## config.mk

```make
export PLATFORM = sky130hd
export DESIGN_NAME = mem_arbiter
export DESIGN_NICKNAME = d
export VERILOG_FILES = /design/src/rtl/mem_arb_pkg.sv /design/src/rtl/mem_arb_prio_sel.sv /design/src/rtl/mem_arbiter.sv
export SDC_FILE = /design/constraint.sdc
export NUM_CORES = 1
export LEC_CHECK = 0
export ABC_CLOCK_PERIOD_IN_PS = 1800
export CORE_ASPECT_RATIO = 1.2
export CORE_MARGIN = 2
export CORE_UTILIZATION = 35
export DETAILED_ROUTE_END_ITERATION = 10
export PLACE_DENSITY = 0.73
export RECOVER_POWER = 25
export SLEW_MARGIN = 20
export SYNTH_ARGS = -nofsm -noshare
export SYNTH_HDL_FRONTEND = slang
export SYNTH_SLANG_ARGS = --single-unit
```

## constraint.sdc

```tcl
create_clock -name clk -period 1.8 [get_ports clk]
set_input_delay 0.36 -clock clk [delete_from_list [all_inputs] [get_ports clk]]
set_output_delay 0.36 -clock clk [all_outputs]
set_load 0.02 [all_outputs]
```

## src/rtl/mem_arb_pkg.sv

```systemverilog
// rtl/mem_arb_pkg.sv - shared types and constants for the memory arbiter
package mem_arb_pkg;

  typedef enum logic [1:0] {
    IDLE  = 2'b00,
    ISSUE = 2'b01,
    WAIT  = 2'b10,
    DONE  = 2'b11
  } state_t;

  localparam int NREQ    = 3;
  localparam int REQ_IF  = 0;
  localparam int REQ_LS  = 1;
  localparam int REQ_DBG = 2;

  localparam int STARVE_W = 3;

endpackage

```

## src/rtl/mem_arb_prio_sel.sv

```systemverilog
// rtl/mem_arb_prio_sel.sv - fixed-priority one-hot selector with loader promotion
module mem_arb_prio_sel
  import mem_arb_pkg::*;
(
  input  logic [NREQ-1:0] req_valid,
  input  logic            starve,
  output logic [NREQ-1:0] grant
);

  // load/store > fetch > loader, unless the loader has been starved
  always_comb begin
    grant = '0;
    if (starve && req_valid[REQ_DBG]) begin
      grant[REQ_DBG] = 1'b1;
    end else if (req_valid[REQ_LS]) begin
      grant[REQ_LS] = 1'b1;
    end else if (req_valid[REQ_IF]) begin
      grant[REQ_IF] = 1'b1;
    end else if (req_valid[REQ_DBG]) begin
      grant[REQ_DBG] = 1'b1;
    end
  end

endmodule

```

## src/rtl/mem_arbiter.sv

```systemverilog
// rtl/mem_arbiter.sv - three-way arbiter onto a single-port synchronous memory
module mem_arbiter
  import mem_arb_pkg::*;
#(
  parameter int ADDR_W       = 32,
  parameter int DATA_W       = 32,
  parameter int RD_LATENCY   = 1,
  parameter int STARVE_LIMIT = 4
) (
  input  logic                       clk,
  input  logic                       rst_n,
  input  logic [NREQ-1:0]            req_valid,
  input  logic [NREQ-1:0]            req_we,
  input  logic [NREQ*ADDR_W-1:0]     req_addr,
  input  logic [NREQ*DATA_W-1:0]     req_wdata,
  input  logic [NREQ*DATA_W/8-1:0]   req_wmask,
  output logic [NREQ-1:0]            req_ready,
  output logic [NREQ-1:0]            rsp_valid,
  output logic [DATA_W-1:0]          rsp_rdata,
  output logic                       mem_en,
  output logic                       mem_we,
  output logic [ADDR_W-1:0]          mem_addr,
  output logic [DATA_W-1:0]          mem_wdata,
  output logic [DATA_W/8-1:0]        mem_wmask,
  input  logic [DATA_W-1:0]          mem_rdata,
  output logic                       busy
);

  localparam int MASK_W = DATA_W / 8;

  state_t state, state_nxt;

  logic [NREQ-1:0]     owner;
  logic                lat_we;
  logic [ADDR_W-1:0]   lat_addr;
  logic [DATA_W-1:0]   lat_wdata;
  logic [MASK_W-1:0]   lat_wmask;
  logic [2:0]          lat_cnt;
  logic [STARVE_W-1:0] starve_cnt;
  logic [DATA_W-1:0]   rdata_q;

  logic [NREQ-1:0]     grant;
  logic [NREQ-1:0]     hs;
  logic                starve;
  logic                sel_we;
  logic [ADDR_W-1:0]   sel_addr;
  logic [DATA_W-1:0]   sel_wdata;
  logic [MASK_W-1:0]   sel_wmask;
  logic                rd_last;

  assign starve  = int'(starve_cnt) >= STARVE_LIMIT;
  assign rd_last = (lat_cnt == 3'(RD_LATENCY));

  mem_arb_prio_sel u_prio_sel (
    .req_valid (req_valid),
    .starve    (starve),
    .grant     (grant)
  );

  assign hs = req_valid & req_ready;

  // payload of the current winner; grant is one-hot so at most one slice matches
  always_comb begin
    sel_we    = 1'b0;
    sel_addr  = '0;
    sel_wdata = '0;
    sel_wmask = '0;
    for (int i = 0; i < NREQ; i++) begin
      if (grant[i]) begin
        sel_we    = req_we[i];
        sel_addr  = req_addr[i*ADDR_W +: ADDR_W];
        sel_wdata = req_wdata[i*DATA_W +: DATA_W];
        sel_wmask = req_wmask[i*MASK_W +: MASK_W];
      end
    end
  end

  always_ff @(posedge clk or negedge rst_n) begin
    if (!rst_n) begin
      state <= IDLE;
    end else begin
      state <= state_nxt;
    end
  end

  always_comb begin
    state_nxt = state;
    req_ready = '0;
    rsp_valid = '0;
    mem_en    = 1'b0;
    mem_we    = 1'b0;
    mem_addr  = '0;
    mem_wdata = '0;
    mem_wmask = '0;
    busy      = (state != IDLE);
    case (state)
      IDLE: begin
        req_ready = grant;
        if (|(req_valid & grant)) state_nxt = ISSUE;
      end
      ISSUE: begin
        mem_en    = 1'b1;
        mem_we    = lat_we;
        mem_addr  = lat_addr;
        mem_wdata = lat_wdata;
        mem_wmask = lat_we ? lat_wmask : '0;
        state_nxt = lat_we ? DONE : WAIT;
      end
      WAIT: begin
        if (rd_last) state_nxt = DONE;
      end
      DONE: begin
        rsp_valid = owner;
        state_nxt = IDLE;
      end
      default: state_nxt = IDLE;
    endcase
  end

  always_ff @(posedge clk or negedge rst_n) begin
    if (!rst_n) begin
      owner     <= '0;
      lat_we    <= 1'b0;
      lat_addr  <= '0;
      lat_wdata <= '0;
      lat_wmask <= '0;
    end else if (state == IDLE && |hs) begin
      owner     <= hs;
      lat_we    <= sel_we;
      lat_addr  <= sel_addr;
      lat_wdata <= sel_wdata;
      lat_wmask <= sel_wmask;
    end
  end

  // counts arbitrations the loader lost while waiting; saturates at all-ones
  always_ff @(posedge clk or negedge rst_n) begin
    if (!rst_n) begin
      starve_cnt <= '0;
    end else if (state == IDLE) begin
      if (!req_valid[REQ_DBG] || hs[REQ_DBG]) begin
        starve_cnt <= '0;
      end else if (|hs && starve_cnt != '1) begin
        starve_cnt <= starve_cnt + 1'b1;
      end
    end
  end

  always_ff @(posedge clk or negedge rst_n) begin
    if (!rst_n) begin
      lat_cnt <= '0;
    end else if (state == ISSUE) begin
      lat_cnt <= 3'd1;
    end else if (state == WAIT) begin
      lat_cnt <= lat_cnt + 1'b1;
    end
  end

  // read data is held across write completions until the next read capture
  always_ff @(posedge clk or negedge rst_n) begin
    if (!rst_n) begin
      rdata_q <= '0;
    end else if (state == WAIT && rd_last) begin
      rdata_q <= mem_rdata;
    end
  end

  assign rsp_rdata = rdata_q;

endmodule

```

After elaboration in Yosys (flattened, before gate mapping)
Index checks and enable logic that the tools add are counted.
{"block": "totals", "register_bits": 112, "elab_cells": 71, "output_inout_bits": 109}
{"block": "classes", "n_eq_ne": 7, "reduce_logical": 14, "mux": 36, "add_sub_neg": 2, "bitwise": 2, "n_lt_le_gt_ge": 1}
{"cell": "$mux 32", "n": 8}
{"cell": "$mux 4", "n": 5}
{"cell": "$mux 3", "n": 6}
{"cell": "$mux 1", "n": 13}
{"cell": "$pmux 2 s4", "n": 1}
{"cell": "$add 3x1->3 const B", "n": 2}
{"cell": "$and 3x3->3", "n": 2}
{"cell": "$mux 2", "n": 3}
{"cell": "$reduce_bool 2->1", "n": 3}
{"cell": "$reduce_or 3->1", "n": 2}
{"cell": "$eq 2x2->1 const B", "n": 2}
{"cell": "$logic_and 1x1->1", "n": 4}
{"cell": "$ne 2x2->1 const B", "n": 2}
{"cell": "$reduce_and 2->1", "n": 2}
{"cell": "$eq 3x1->1 const B", "n": 1}
{"cell": "$ge 3x3->1 const B", "n": 1}
{"cell": "$ne 3x3->1 const B", "n": 1}
{"cell": "$eq 2x1->1 const B", "n": 1}
{"cell": "$logic_not 2->1", "n": 1}
{"cell": "$logic_not 1->1", "n": 1}
{"cell": "$logic_or 1x1->1", "n": 1}

Depth between registers and ports, before layout
{"block": "depth", "word_depth": 10, "ltp_mapped": 7}

Modules after synthesis
A second synthesis with hierarchy kept.
{"block": "unflattened", "cells_unflattened": 680, "area_unflattened_um2": 7046.8}
{"module": "mem_arbiter", "cells_each": 675, "seq_area_each_um2": 2802.7, "area_each_um2": 7008.0, "n_inst": 1}
{"module": "mem_arb_prio_sel", "cells_each": 5, "seq_area_each_um2": 0.0, "area_each_um2": 38.8, "n_inst": 1}

Worst setup path after synthesis
OpenSTA, ideal clock, no wires.
{"block": "synth_timing", "path_kind": "register to output", "startpoint": "reg state[0]", "endpoint": "out req_ready[2]", "stages_incl_launch_ff": 5, "t_required_ns": 1.440, "arrival_ns": 1.545, "setup_slack_ns": -0.105, "cell_sequence": "dfrtp_1 -> inv_1 -> ha_1 -> inv_1 -> nor3_1"}
{"block": "synth_between", "elab_chain_cells": 2}
{"item": "from (decl)", "line": "mem_arbiter.sv:31", "text": "state_t state, state_nxt;"}
{"item": "from (signal assigned)", "line": "mem_arbiter.sv:82", "text": "state <= state_nxt;"}
{"item": "$logic_not 2->1", "line": "mem_arbiter.sv:96", "text": "case (state)"}
{"item": "$mux 3", "line": "mem_arbiter.sv:96"}
{"item": "to (decl)", "line": "mem_arbiter.sv:17", "text": "output logic [NREQ-1:0] req_ready,"}
Every way passes these cells.

Worst setup path after layout
{"block": "layout_timing", "startpoint": "reg state[1]", "endpoint": "out mem_wdata[28]"}
{"block": "layout_between", "elab_chain_cells": 2}
{"item": "$eq 2x1->1", "line": "mem_arbiter.sv:96"}
{"item": "$mux 32", "line": "mem_arbiter.sv:96"}
{"item": "to (decl)", "line": "mem_arbiter.sv:23", "text": "output logic [DATA_W-1:0] mem_wdata,"}
Every way passes these cells.

==> out/results.ini <==
[route]
wl_met1_um=10000
wl_met2_um=12600
dr.pass1.iters=7
vias=6883
highest_layer=met4
first_iter_violations=278
routed_wl_um=25100
antenna_left=0
via_per_inst=5.08
remaining_drc_errors=0
dr_wl_met3_um=1550
wl_per_cell_um=18.5

[outcome]
outcome=finished, violations left
violations=setup timing

[power]
p_leak_nw=4.75
power_density_mw_per_mm2=1370
max-vdd-ir-drop_uv=773
total_power_mw=15.3

[synth]
ys.flop_type=dfrtp_1
synth-edff-count=0
yosys_warnings=0
syn_inst=759
yosysTopAreaCell=dfrtp_1
netlist_top_cells_count=nand2_1 (143), dfrtp_1 (112), a21oi_1 (70)
synth-seq-area-share_pct=41.9
synth_seq_cells=112
synth_cell_types=33
avgSynthCellArea_um2=8.81
synth_area_leaders=dfrtp_1 (42%), o32a_1 (10%), nand2_1 (8.0%)
synth_top_area_share_pct=41.9
synth_most_common_cell=nand2_1
synth_area_mm2=0.00669
synthArstFlopShare_pct=100
syn-num-nets=1012

[cts]
cts_max_level=3
clk_root_buffer_cell=clkbuf_16
cts_tree=yes
clock-sinks=112
clk_pin_slew_ps=80
insertion_delay_ps=360
clk_path_buf_depth=2
cts-buffers-inserted=9

[placed_design]
dpl_cell_area_mm2=0.0106
dpl_worst_slack_ps=-280
gp_congestion=0.832
io_buffer_count=352
place_inst=1329
dp_hpwl_um=17600

[timing]
fin_worst_skew_ps=11.3
layout_setup_ws_ps=-148
max_freq_mhz=513
maxSlewViolCount=0
worst_pin_slew_ps=918
finalHoldViolCount=0
setup_viol=73
slew_headroom_pct=38.8
grt_setup_unrepaired=true
whs_ps=462
setup_tns_ps=-6720
period_share_pct=108
period_minus_slack_ps=1950

[cells_and_area]
syn2layout_area_growth_pct=66.9
final_util_pct=59.4
diodes=0
final_area_mm2=0.0112
layout.nets=1346
stdcell_count=1354
final_layout_size_suffix_gt1_share_pct=20.0

[global_route]
antenna_found_initial=0
grt.total_usage_pct=23.6
grt_pass1_vias=6904
grt_pass1_wl_um=37000
grt-ovfl-total=0
grt_max_degree=121

[die]
io_pins=353
die_y_um=155
start_util_pct=35.6
dieWidth_um=130
die_area_mm2=0.0202
rows=55
core_area_mm2=0.0188

[setup_path]
crit_fanout=7
critPathCaptureType=primary output
crit_required_ps=1440
cp-start-kind=flop
worstPathArrival_ps=1590
timing_worst_setup_path_type=reg2out

[job]
cap_violations=0

[min_path]
hold_class=in2reg

## what timing repair did
item,4_1_cts,5_1_grt
pin swaps,1,0
gates cloned,1,2
endpoints found under the hold margin,30,0
gates resized for setup,401,76
endpoints found under the setup margin,77,111
hold buffers,1,0
buffers inserted,7,1
## worst paths after layout
| check | from | to | slack (ps) | cells past startpoint |
|---|---|---|---|---|
| setup / recovery | state[1] | mem_wdata[28] | -150 | 6 |
| hold / removal | req_valid[2] | owner[0] | 460 | 4 |
| setup reg to reg | state[0] | rsp_rdata[11] | 70 | 6 |
| hold reg to reg | lat_wdata[8] | lat_wdata[8] | 480 | 2 |
| max in group asynchronous | rst_n | rsp_rdata[6] | 130 | 3 |
| min in group asynchronous | rst_n | lat_addr[2] | 680 | 2 |
## placed cells by master (no fill, tap or decap), types with 2 or more instances in the layout
cell type	n
and2_1	37
o22ai_1	2
mux2_2	34
clkdlybuf4s50_1	271
dfrtp_1	111
buf_6	55
o21ai_0	57
and3_4	2
buf_2	3
nand2_1	143
inv_1	6
and3_1	3
ha_1	6
clkbuf_4	2
clkinv_4	2
o32a_1	69
clkbuf_16	10
nand3_1	2
a21o_1	2
nor2_1	7
inv_8	3
ha_4	2
inv_2	2
buf_4	49
a21oi_1	69
o21ai_1	13
and2_4	31
buf_12	13
nor2b_1	69
## cells by family after synthesis
kind of cell             Yosys count  share of synthesized area, %
buffers and inverters             82                          5.78
AO/OA/AOI/OAI                    221                          22.3
AND/OR/NAND/NOR                  300                          22.5
adder cells (fa/ha/maj)            9                          1.68
multiplexers                      35                          5.87
flip-flops                       112                          41.9
## flip-flops by register name, indices dropped and copies added, names as in the netlist
| name | count |
|---|---|
| lat_wmask | 4 |
| lat_cnt | 3 |
| state | 2 |
| owner | 3 |
| lat_wdata | 32 |
| lat_we | 1 |
| starve_cnt | 3 |
| lat_addr | 32 |
| rsp_rdata | 32 |
## worst max-delay path: stages, from the launching register on
cell     delay (ps)
dfrtp_1         400
inv_2           100
ha_4            210
buf_12          130
buf_8           130
and2_4          150
buf_6           100
## where the power goes
part / total [mW] / switching [mW] / internal [mW]
Clock: 2.14 / 1.02 / 1.11
Combinational: 8.57 / 4.16 / 4.42
Sequential: 4.55 / 0.767 / 3.78
## cell type report
class | count | area, um^2
repair buffers | 397 | 4050
clock buffers | 9 | 225
well taps | 256 | 320
inverters | 8 | 30.0
multi-input cells | 565 | 3650
fillers | 1670 | 7620
flip-flops and latches | 112 | 2800
clock inverters | 7 | 86.3
## metal layers
layer | track usage [%] | up-vias
met3 | 3.92 | 52
met5 | 0 | -
li1 | - | 3322
met2 | 41.3 | 255
met4 | 10.5 | 0
met1 | 28.2 | 3254
(Power assumes the default switching activity.)
